$ cat config.mk
export PLATFORM = sky130hd
export DESIGN_NAME = tt_um_adder_serial
export DESIGN_NICKNAME = d
export VERILOG_FILES = /design/src/rtl/tt_um_adder_serial.sv
export SDC_FILE = /design/constraint.sdc
export NUM_CORES = 1
export LEC_CHECK = 0
export ABC_AREA = 1
export CAP_MARGIN = 20
export CORE_MARGIN = 8
export CORE_UTILIZATION = 30
export CTS_CLUSTER_SIZE = 12
export DETAILED_ROUTE_END_ITERATION = 12
export PLACE_DENSITY = 0.56
export SYNTH_ARGS = -nofsm -noshare
export SYNTH_HDL_FRONTEND = slang
export SYNTH_SLANG_ARGS = --single-unit
$ cat constraint.sdc
create_clock -name clk -period 1.81 [get_ports clk]
set_input_delay 0.4525 -clock clk [delete_from_list [all_inputs] [get_ports clk]]
set_output_delay 0.4525 -clock clk [all_outputs]
set_load 0.01 [all_outputs]
$ cat src/rtl/tt_um_adder_serial.sv
// rtl/tt_um_adder_serial.sv - bit-serial adder/accumulator, one full-adder bit per clock, LSB first.
// Optional macro ADDER_SUB_EN turns mode 10 into serial subtract (a + ~b + 1).
module tt_um_adder_serial #(
  parameter int WIDTH = 4
) (
  input  logic             clk,
  input  logic             rst_n,
  input  logic             start,
  input  logic [1:0]       mode,
  input  logic [WIDTH-1:0] a,
  input  logic [WIDTH-1:0] b,
  input  logic             cin,
  output logic             busy,
  output logic             done,
  output logic [WIDTH:0]   sum,
  output logic [WIDTH:0]   acc
);

  localparam int CW = (WIDTH > 1) ? $clog2(WIDTH) : 1;

  typedef enum logic {IDLE, RUN} state_t;

  state_t           r_state;
  state_t           w_next;
  logic [CW-1:0]    r_cnt;
  logic [WIDTH-1:0] r_a;
  logic [WIDTH-1:0] r_b;
  logic [WIDTH-1:0] r_res;
  logic             r_carry;
  logic             r_is_acc;
  logic             r_done;
  logic [WIDTH:0]   r_sum;
  logic [WIDTH:0]   r_acc;

  logic             w_s;
  logic             w_cout;
  logic             w_last;
  logic [WIDTH-1:0] w_b_op;
  logic             w_cin_op;

  assign w_s    = r_a[0] ^ r_b[0] ^ r_carry;
  assign w_cout = (r_a[0] & r_b[0]) | (r_a[0] & r_carry) | (r_b[0] & r_carry);
  assign w_last = (r_cnt == CW'(WIDTH - 1));

  // Operand B and carry-in as latched at start; accumulate feeds back only the low WIDTH bits.
  always_comb begin
    w_b_op   = b;
    w_cin_op = cin;
    if (mode == 2'b01) begin
      w_b_op = r_acc[WIDTH-1:0];
    end
`ifdef ADDER_SUB_EN
    if (mode == 2'b10) begin
      w_b_op   = ~b;
      w_cin_op = 1'b1;
    end
`endif
  end

  always_ff @(posedge clk or negedge rst_n) begin
    if (!rst_n) begin
      r_state <= IDLE;
    end else begin
      r_state <= w_next;
    end
  end

  always_comb begin
    w_next = r_state;
    case (r_state)
      IDLE: begin
        if (start && (mode != 2'b11)) begin
          w_next = RUN;
        end
      end
      RUN: begin
        if (w_last) begin
          w_next = IDLE;
        end
      end
      default: w_next = IDLE;
    endcase
  end

  always_ff @(posedge clk or negedge rst_n) begin
    if (!rst_n) begin
      r_cnt    <= '0;
      r_a      <= '0;
      r_b      <= '0;
      r_res    <= '0;
      r_carry  <= 1'b0;
      r_is_acc <= 1'b0;
      r_done   <= 1'b0;
      r_sum    <= '0;
      r_acc    <= '0;
    end else begin
      r_done <= 1'b0;
      if (r_state == IDLE) begin
        if (start) begin
          if (mode == 2'b11) begin
            r_acc  <= '0;
            r_sum  <= '0;
            r_done <= 1'b1;
          end else begin
            r_a      <= a;
            r_b      <= w_b_op;
            r_carry  <= w_cin_op;
            r_is_acc <= (mode == 2'b01);
            r_cnt    <= '0;
          end
        end
      end else begin
        r_a     <= r_a >> 1;
        r_b     <= r_b >> 1;
        r_carry <= w_cout;
        r_res   <= {w_s, r_res[WIDTH-1:1]};
        r_cnt   <= r_cnt + CW'(1);
        // Final bit: the current full-adder output completes the word.
        if (w_last) begin
          r_sum  <= {w_cout, w_s, r_res[WIDTH-1:1]};
          r_done <= 1'b1;
          if (r_is_acc) begin
            r_acc <= {w_cout, w_s, r_res[WIDTH-1:1]};
          end
        end
      end
    end
  end

  assign busy = (r_state == RUN);
  assign done = r_done;
  assign sum  = r_sum;
  assign acc  = r_acc;

endmodule
==> impl_metrics.csv <==
group,metric,value,unit
layout,final_nets,190,
clock_tree,holdBufCountCts,0,
route,wire_per_inst,12.65,microns
timing,slew_viol_final,0,
critical_path,reg2reg_slack,0.44,ns
yosys,syn_nets,163,
floorplan,start_util,30.94,%
power,cellPowerDensity,1439,nW/um^2
floorplan,rows,23,
yosys,synth_seq_cells,27,
yosys,avgSynthCellArea,8.418,sq um
layout,diodes,0,
timing,setup_violations,0,
timing,fin_tns_setup,0,ns
floorplan,die_h,80.23,microns
timing,hold_viol_final,0,
min_path,hold_class,"reg -> reg",
timing,fin_crit_sh,93.57,%
timing,tightestPinTransition,0.3698,ns
route,detail_route.drc_violations,0,
critical_path,crit_required,1.36,ns
yosys,syn_inst,147,
power,switching_power,898.5,uW
yosys,syn_area,1237,sq um
yosys,yosysSeqAreaShare,54.60,%
critical_path,cp_max_fo,3,
critical_path,crit_end,"acc[0]",
layout,drive_gt1_share,9.249,%
critical_path,startpoint,"acc[0]$_DFFE_PN0P_",
floorplan,coreArea,4000,sq um
power,total_leakage_power,0.8066,nW
clock_tree,cts_max_path_buffers,2,
clock_tree,cts_root_buffer,"clkbuf_8",
critical_path,crit_chain,"clkdlybuf4s50_1",
layout,mostFrequentLayoutCell,"nand2_1",
critical_path,worst-path-buf-inv,1,
power,p_int,1.379,mW
critical_path,arrival,1.24,ns
critical_path,cp-start-kind,"flip-flop",
timing,worst_clock_skew,0.004481,ns
clock_tree,numClockSinks,27,
critical_path,ff2ff_path_depth,5,
layout,synthToLayoutAreaGrowth,27.91,%
clock_tree,cts_resized,0,
place,port_buffers,25,
yosys,synthDistinctLibCells,20,
timing,slew_headroom,75.35,%
power,p_total,2.278,mW
floorplan,die_area,6436,sq um
grt,antenna_found_initial,0,
power,power_frac_comb,41.6,%
power,power_frac_clock,15.0,%
yosys,synth_warnings,0,
critical_path,cp_slowest_cell,"clkdlybuf4s50_1",
grt,grt_max_degree,28,
critical_path,cp.depth,1,
place,hpwl,2155,microns
timing,fmax,0.5904,GHz
grt,overflow,0,
grt,grt_pass1_vias,1141,
grt,grt.total_usage,9.721,%
route,viasPerCell,4.695,
route,final_antenna_net_count,0,
run,drv_cap,0,
floorplan,die_w,80.23,microns
critical_path,critPathKind,"reg -> out",
route,drt_iter0_drc,63,
clock_tree,cts_setup_buffers,0,
power,pwr-share-seq,43.3,%
timing,rsz0062_at_grt,"false",
route,wl,2821,microns
power,swShare,39.45,%
clock_tree,clk_pin_slew,0.09,ns
place,gp_congestion,0.7827,
critical_path,critical_path.max_stage_delay,0.56,ns
clock_tree,cts_tree,"built",
critical_path,end_kind,"output port",
clock_tree,clock_latency,0.27,ns
route,dr_total_vias,1047,
timing,period_needed,1.694,ns
clock_tree,cts-buffers-inserted,3,
layout,layout_common_cells,"67 x nand2_1, 27 x dfrtp_1, 25 x clkdlybuf4s50_1",
critical_path,rr_startpoint,"r_cnt[0]$_DFFE_PN0P_",
run_status,status,"finished, final reports clean",
route,first_pass_iters,4,
layout,fill_cells,422,
critical_path,crit_family,"buffers and inverters",
critical_path,timing.rr.end,"sum[1]$_DFFE_PN0P_",
floorplan,ioPinCount,26,
clock_tree,ctsHtreeMaxLevel,1,
grt,grt_pass1_wl,5016,microns
power,ir_worst_vdd,404.4,uV
==> power by group through the flow <==
stage | registers (mW) | clock network, mW | logic, mW
2_1_floorplan | 1.01 | 0 | 0.590
3_3_place_gp | 0.992 | 0 | 0.950
3_5_place_dp | 1.00 | 0 | 0.965
4_1_cts | 0.990 | 0.354 | 0.970
5_1_grt | 1.02 | 0.385 | 1.08
6_report | 0.987 | 0.342 | 0.948
==> registers in the layout (all words and copies together) (netlist names) <==
| signal | flops |
|---|---|
| busy | 1 |
| sum | 5 |
| r_carry | 1 |
| r_cnt | 2 |
| r_a | 4 |
| r_b | 4 |
| done | 1 |
| r_is_acc | 1 |
| acc | 5 |
| r_res | 3 |
==> cells in the mapped netlist <==
cell	instances	area, sq um
o21ai_1	2	10.01
o21ai_0	1	5.000
nand2_4	1	11.26
or2_1	1	6.260
buf_2	2	10.01
clkbuf_1	2	7.510
dfrtp_1	27	675.7
nand3_2	1	10.01
nand2_1	67	251.5
nand2_2	4	25.02
nor2_1	1	3.750
a21oi_1	1	5.000
buf_6	1	11.26
ha_1	1	12.51
nand3_1	23	115.1
inv_1	1	3.750
fa_1	1	20.02
a21o_1	1	7.510
nand4_1	5	31.28
inv_2	4	15.01
==> per-layer routing <==
layer	share of wire [%]	GRT usage [%]
met2	52	17.38
met1	42	10.75
met5	0	0
met4	1.7	3.818
met3	3.7	2.344
==> tightest hold or removal path: cells and delay by family, from the launching register on <==
family | cells | cell delay [ns]
and+or+nand+nor | 2 | 0.10
DFF | 1 | 0.35
==> stage by stage <==
stage / cell area [sq um] / cells / util, % / setup WS, ns / hold WS (ns)
floorplan: 1237 / 147 / - / 0.6466 / 0.1569
global placement: 1536 / 219 / 38.41 / 0.1706 / 0.4609
detailed placement: 1536 / 219 / 38.41 / 0.1302 / 0.4675
CTS: 1583 / 223 / 39.57 / 0.1006 / 0.4897
global route: 1583 / 223 / 39.57 / 0.07180 / 0.5196
finish: 1583 / 223 / 39.57 / 0.1163 / 0.4814
==> worst min path at each step <==
stage	slack, ns	start	depth (start not counted)	endpoint
after floorplan	0.16	rst_n	0	acc[0]$_DFFE_PN0P_
after global placement	0.46	sum[0]$_DFFE_PN0P_	2	sum[0]$_DFFE_PN0P_
after global routing	0.52	sum[2]$_DFFE_PN0P_	2	sum[2]$_DFFE_PN0P_
after CTS	0.49	sum[0]$_DFFE_PN0P_	2	sum[0]$_DFFE_PN0P_
after detailed placement	0.47	sum[0]$_DFFE_PN0P_	2	sum[0]$_DFFE_PN0P_
final	0.48	sum[0]$_DFFE_PN0P_	2	sum[0]$_DFFE_PN0P_
==> kinds of logic after synthesis <==
family	share of synthesized area, %
buffers and inverters	3.842
adder cells (fa/ha/maj)	2.629
AO/OA/AOI/OAI	2.224
flip-flops	54.60
AND/OR/NAND/NOR	36.70
==> area by class of cell <==
type	count	area (sq um)	share of cell area (%)
Clock buffer	3	41.29	2.609
Clock inverter	1	5.005	0.3162
Inverter	5	18.77	1.186
Multi-Input combinational cell	110	514.2	32.49
Sequential cell	27	675.6	42.69
Tap cell	50	62.56	3.953
Timing Repair Buffer	27	265.3	16.76
(Power assumes the default switching activity.)
